<file path="src/rtl/imem_pkg.sv">
// Shared definitions for the instruction-memory program loader and the
// fetch/control datapath that reads the same 1024x16 block RAM.
//   IMEM_ADDR_W  : RAM address width (depth 2**IMEM_ADDR_W)
//   IMEM_BYTE_W  : width of one byte of the load stream
//   IMEM_DATA_W  : RAM word width (two stream bytes)
//   imem_state_t : loader FSM state encoding
package imem_pkg;

    localparam int IMEM_ADDR_W = 10;
    localparam int IMEM_BYTE_W = 8;
    localparam int IMEM_DATA_W = 16;

    typedef enum logic [2:0] {
        ST_IDLE  = 3'd0,
        ST_HI    = 3'd1,
        ST_LO    = 3'd2,
        ST_WRITE = 3'd3,
        ST_DONE  = 3'd4
    } imem_state_t;

endpackage

</file>
<file path="src/rtl/imem_word_packer.sv">
// Packs two stream bytes into one RAM word, high byte first.
// The high byte is held in a register; the low byte is taken straight from
// the stream so the full word is available in the cycle the low byte is
// accepted.
//   clock    : rising-edge clock
//   reset    : asynchronous active-low reset, clears the held byte
//   clear    : synchronous clear (load aborted), drops a partial word
//   load_hi  : capture in_byte as the high byte this cycle
//   in_byte  : stream byte
//   word     : {held high byte, in_byte}
module imem_word_packer #(
    parameter int BYTE_W = 8
) (
    input  logic                clock,
    input  logic                reset,
    input  logic                clear,
    input  logic                load_hi,
    input  logic [BYTE_W-1:0]   in_byte,
    output logic [2*BYTE_W-1:0] word
);

    logic [BYTE_W-1:0] hi_q;

    always_ff @(posedge clock or negedge reset) begin
        if (!reset) begin
            hi_q <= '0;
        end else if (clear) begin
            hi_q <= '0;
        end else if (load_hi) begin
            hi_q <= in_byte;
        end
    end

    assign word = {hi_q, in_byte};

endmodule

</file>
<file path="src/rtl/imem_program_loader.sv">
// Write side of the instruction block RAM. Takes a byte stream on a
// valid/ready handshake, packs byte pairs into words (high byte first) and
// writes them to consecutive addresses starting at base_addr, holding the
// processor while the load runs.
//
// Handshake: a byte transfers on a rising edge where in_valid and in_ready
// are both 1. in_ready depends only on the registered state, so it is stable
// for the whole cycle; in_valid may be dropped at any time and the loader
// simply waits.
//
//   clock, reset : clock, asynchronous active-low reset
//   start, abort : one-cycle load request / synchronous cancel
//   base_addr    : first RAM address written
//   word_count   : words to load, 0..2**ADDR_W
//   in_byte, in_valid, in_ready : byte stream
//   addra, dina, wea            : RAM write port (registered)
//   busy, cpu_hold              : load in progress / processor stall
//   done, err                   : one-cycle pulses: completed / start rejected
//   dbg_state                   : current FSM state
module imem_program_loader
    import imem_pkg::*;
#(
    parameter int ADDR_W = IMEM_ADDR_W,
    parameter int BYTE_W = IMEM_BYTE_W,
    parameter int DATA_W = IMEM_DATA_W
) (
    input  logic              clock,
    input  logic              reset,
    input  logic              start,
    input  logic              abort,
    input  logic [ADDR_W-1:0] base_addr,
    input  logic [ADDR_W:0]   word_count,
    input  logic [BYTE_W-1:0] in_byte,
    input  logic              in_valid,
    output logic              in_ready,
    output logic [ADDR_W-1:0] addra,
    output logic [DATA_W-1:0] dina,
    output logic              wea,
    output logic              busy,
    output logic              cpu_hold,
    output logic              done,
    output logic              err,
    output imem_state_t       dbg_state
);

    localparam logic [ADDR_W:0] MAX_COUNT = {1'b1, {ADDR_W{1'b0}}};
    localparam logic [ADDR_W:0] ONE_COUNT = {{ADDR_W{1'b0}}, 1'b1};

    imem_state_t       state;
    logic [ADDR_W-1:0] addr;
    logic [ADDR_W:0]   rem;
    logic [DATA_W-1:0] packed_word;
    logic              take_hi;

    assign take_hi = (state == ST_HI) && in_valid && !abort;

    imem_word_packer #(
        .BYTE_W (BYTE_W)
    ) u_packer (
        .clock   (clock),
        .reset   (reset),
        .clear   (abort),
        .load_hi (take_hi),
        .in_byte (in_byte),
        .word    (packed_word)
    );

    always_ff @(posedge clock or negedge reset) begin
        if (!reset) begin
            state <= ST_IDLE;
            addr  <= '0;
            rem   <= '0;
            addra <= '0;
            dina  <= '0;
            wea   <= 1'b0;
            done  <= 1'b0;
            err   <= 1'b0;
        end else begin
            wea  <= 1'b0;
            done <= 1'b0;
            err  <= 1'b0;
            case (state)
                ST_IDLE: begin
                    // abort in the same cycle cancels the request outright
                    if (start && !abort) begin
                        if (word_count == '0) begin
                            done <= 1'b1;
                        end else if (word_count > MAX_COUNT) begin
                            err <= 1'b1;
                        end else begin
                            addr  <= base_addr;
                            rem   <= word_count;
                            state <= ST_HI;
                        end
                    end
                end
                ST_HI: begin
                    if (abort) begin
                        state <= ST_IDLE;
                    end else if (in_valid) begin
                        state <= ST_LO;
                    end
                end
                ST_LO: begin
                    // The RAM write is launched here so wea/addra/dina are
                    // registered and valid for exactly the WRITE cycle.
                    if (abort) begin
                        state <= ST_IDLE;
                    end else if (in_valid) begin
                        wea   <= 1'b1;
                        addra <= addr;
                        dina  <= packed_word;
                        state <= ST_WRITE;
                    end
                end
                ST_WRITE: begin
                    // The word presented this cycle is already committed;
                    // an abort here only stops further words and the done.
                    if (abort) begin
                        state <= ST_IDLE;
                    end else begin
                        addr <= addr + 1'b1;
                        rem  <= rem - ONE_COUNT;
                        if (rem == ONE_COUNT) begin
                            done  <= 1'b1;
                            state <= ST_DONE;
                        end else begin
                            state <= ST_HI;
                        end
                    end
                end
                ST_DONE: begin
                    state <= ST_IDLE;
                end
                default: begin
                    state <= ST_IDLE;
                end
            endcase
        end
    end

    assign in_ready  = (state == ST_HI) || (state == ST_LO);
    assign busy      = (state != ST_IDLE);
    assign cpu_hold  = busy;
    assign dbg_state = state;

endmodule
</file>
<file path="config.mk">
export PLATFORM = sky130hd
export DESIGN_NAME = imem_program_loader
export DESIGN_NICKNAME = d
export VERILOG_FILES = /design/src/rtl/imem_pkg.sv /design/src/rtl/imem_word_packer.sv /design/src/rtl/imem_program_loader.sv
export SDC_FILE = /design/constraint.sdc
export NUM_CORES = 1
export LEC_CHECK = 0
export ABC_AREA = 1
export CORE_UTILIZATION = 55
export CTS_BUF_LIST = sky130_fd_sc_hd__clkbuf_16
export CTS_CLUSTER_DIAMETER = 80
export DETAILED_ROUTE_END_ITERATION = 12
export GPL_TIMING_DRIVEN = 0
export PLACE_DENSITY_LB_ADDON = 0.05
export SLEW_MARGIN = 20
export SYNTH_ARGS = -nofsm -noshare
export SYNTH_HDL_FRONTEND = slang
export SYNTH_SLANG_ARGS = --single-unit
</file>
<file path="constraint.sdc">
create_clock -name clock -period 2.4 [get_ports clock]
set_clock_uncertainty 0.15 [all_clocks]
set_input_delay 0.48 -clock clock [delete_from_list [all_inputs] [get_ports clock]]
set_output_delay 0.48 -clock clock [all_outputs]
set_load 0.005 [all_outputs]
</file>
==> flow_summary.toml <==
[floorplanning]
core_area_mm2 = 0.00557
io-pin-count = 69
die_h_um = 78.3
row_count = 27
die-area_mm2 = 0.00613
initial_utilization = 0.575
die_w_um = 78.3

[placement]
portBuffers = 68
hpwl_mm = 5.64
place.gp.congestion = 0.904
placedInstanceArea_mm2 = 0.00400
pre_cts_ws_ns = 0.0362

[layout]
finalInstanceArea_mm2 = 0.00432
area_growth_pct = 35.0
fill_cells = 409
final_cell_mix = "143 x nand2_1, 67 x clkdlybuf4s50_1, 61 x dfrtp_1"
nets = 527
final_common_cell = "nand2_1"
drive_gt1_frac = 0.111
antenna_cells = 0
final_core_util = 0.776

[sta]
finalSetupViolCount = 0
timing.final.crit_share = 0.963
maxSlewHeadroom = 0.545
drv_slew = 0
grt_setup_unrepaired = "no"
finalHoldViolations = 0
min_period_ns = 2.31
tightest_slew_ns = 0.679
setup_ws_ns = 0.0891
fmax_mhz = 433

[yosys]
ys_warn_count = 0
yosysUniqueCellTypes = 29
netlist_instances = 409
synth_top_cell_by_area = "dfrtp_1"
synth_area_per_cell_um2 = 7.83
yosysTopAreaCellShare = 0.477
ys_seq_elements = 61
yosys-top-cells-area = "dfrtp_1 48%, nand2_1 17%, inv_1 5.9%"
synth_nets = 446
syn-cell-area_mm2 = 0.00320
yosysSeqAreaShare = 0.477

[clock_tree]
clkLatencyLatePin_ns = 0.33
cts_root_buf = "clkbuf_16"
cts_buffers = 9
cts_tree = "done"
htreeDepth = 3
clk_path_buf_depth = 2
cts_sinks = 61
clk_pin_slew_ns = 0.05
postCtsResizedCells = 0

[setup_path]
crit_type = "flop to primary output"
critical_path_arrival_ns = 1.68
cp_data_required_time_ns = 1.77
cp-end-kind = "primary output"
critPathLaunchType = "flop"
path_max_fanout = 4

[global_route]
grt_pass1_vias = 3045
grt_pass1_wl_mm = 13.9
grt_max_degree = 50
antenna_found_initial = 0
grtUsageTotal = 0.299
grt.overflow.total = 0

[power]
power_per_cell_area_mw_per_mm2 = 1090
p_leak_nw = 2.10
ir_worst_vdd_mv = 0.698

[detailed_routing]
first_pass_iters = 4
drtIter0Drc = 130
drc = 0
post_drt_wl_per_cell_um = 14.6
wl_mm = 8.25
via_per_inst = 5.30
vias = 3005
antenna_left = 0

[hold_path]
hold_class = "flop to flop"

[outcome]
outcome = "completed"

[run]
drv_cap = 0
-- cells in the mapped netlist, drive strengths merged --
cell / n
a21oi: 2
buf: 10
clkbuf: 2
dfrtp: 61
ha: 3
inv: 52
nand2: 145
nand3: 30
nand3b: 1
nand4: 3
nor2: 31
o211ai: 1
o21ai: 55
o21bai: 1
o22ai: 9
or2: 1
xnor2: 2
-- final timing paths --
path	from	to	depth (start not counted)	slack, ns
worst min register to register	addra[6]	addra[6]	2	0.33
min in group asynchronous	reset	addr[5]	2	0.39
max in group asynchronous	reset	dbg_state[0]	3	1.22
worst max register to register	dbg_state[2]	rem[3]	8	0.54
worst max-delay path	dbg_state[1]	in_ready	4	0.09
worst min-delay path	addra[6]	addra[6]	2	0.33
-- flip-flops by register name, indices dropped and copies added, names as in the netlist --
signal and count:
dbg_state 3, addra 10, err 1, addr 10, wea 1, dina 16
done 1, rem 11, u_packer.hi_q 8
-- cells by family (layout without fill, tap and decap cells) --
kind of cell	after synthesis	in the layout	share of synthesized area
compound gates	68	68	0.134
buf+inv	64	150	0.0895
flops	61	61	0.477
simple gates	211	211	0.282
xor+xnor	2	2	0.00547
fa+ha+maj	3	3	0.0117
-- per-layer routing --
metal  vias up  wire (µm)  track usage
met3        19        372       0.0814
met2        91       4090        0.508
met4         0        199        0.128
li1       1461          -            -
met1      1434       3590        0.355
met5         -          0            0
-- worst max-delay path, stage by stage, from the launching register on --
cell and delay [ns]:
dfrtp_1 0.45, nor2_4 0.17, nand2_1 0.12, nand2_1 0.11, clkdlybuf4s50_1 0.50
-- area by class of cell --
| class | instances | area [µm²] | share of cell area |
|---|---|---|---|
| Sequential cell | 61 | 1530 | 0.353 |
| Multi-Input combinational cell | 284 | 1390 | 0.321 |
| Timing Repair Buffer | 70 | 716 | 0.166 |
| Clock buffer | 9 | 225 | 0.0521 |
| Inverter | 52 | 195 | 0.0451 |
| Buffer | 12 | 91.3 | 0.0211 |
| Clock inverter | 7 | 90.1 | 0.0208 |
| Tap cell | 72 | 90.1 | 0.0208 |
-- report_power, final --
part / leakage (nW) / total, mW / internal [mW] / switching, mW
sequential: 0.800 / 1.65 / 1.37 / 0.288
clock: 0.154 / 1.38 / 0.902 / 0.479
combinational: 1.15 / 1.69 / 0.794 / 0.895
total: 2.10 / 4.72 / 3.06 / 1.66
-- what timing repair did --
item	4_1_cts	5_1_grt
hold buffers	1	0
hold endpoints to repair	12	0
buffers inserted	0	0
-- through the flow --
stage / power [mW] / TNS, ns / instances / hold slack (ns)
after global placement: 3.23 / -77.54 / 549 / 0.314
after detailed placement: 3.31 / 0 / 550 / 0.199
after CTS: 4.71 / 0 / 567 / 0.336
after global routing: 5.02 / 0 / 567 / 0.362
after floorplan: 2.61 / 0 / 409 / 0.0344
final: 4.72 / 0 / 567 / 0.330
Power figures use the tool's default switching activity.
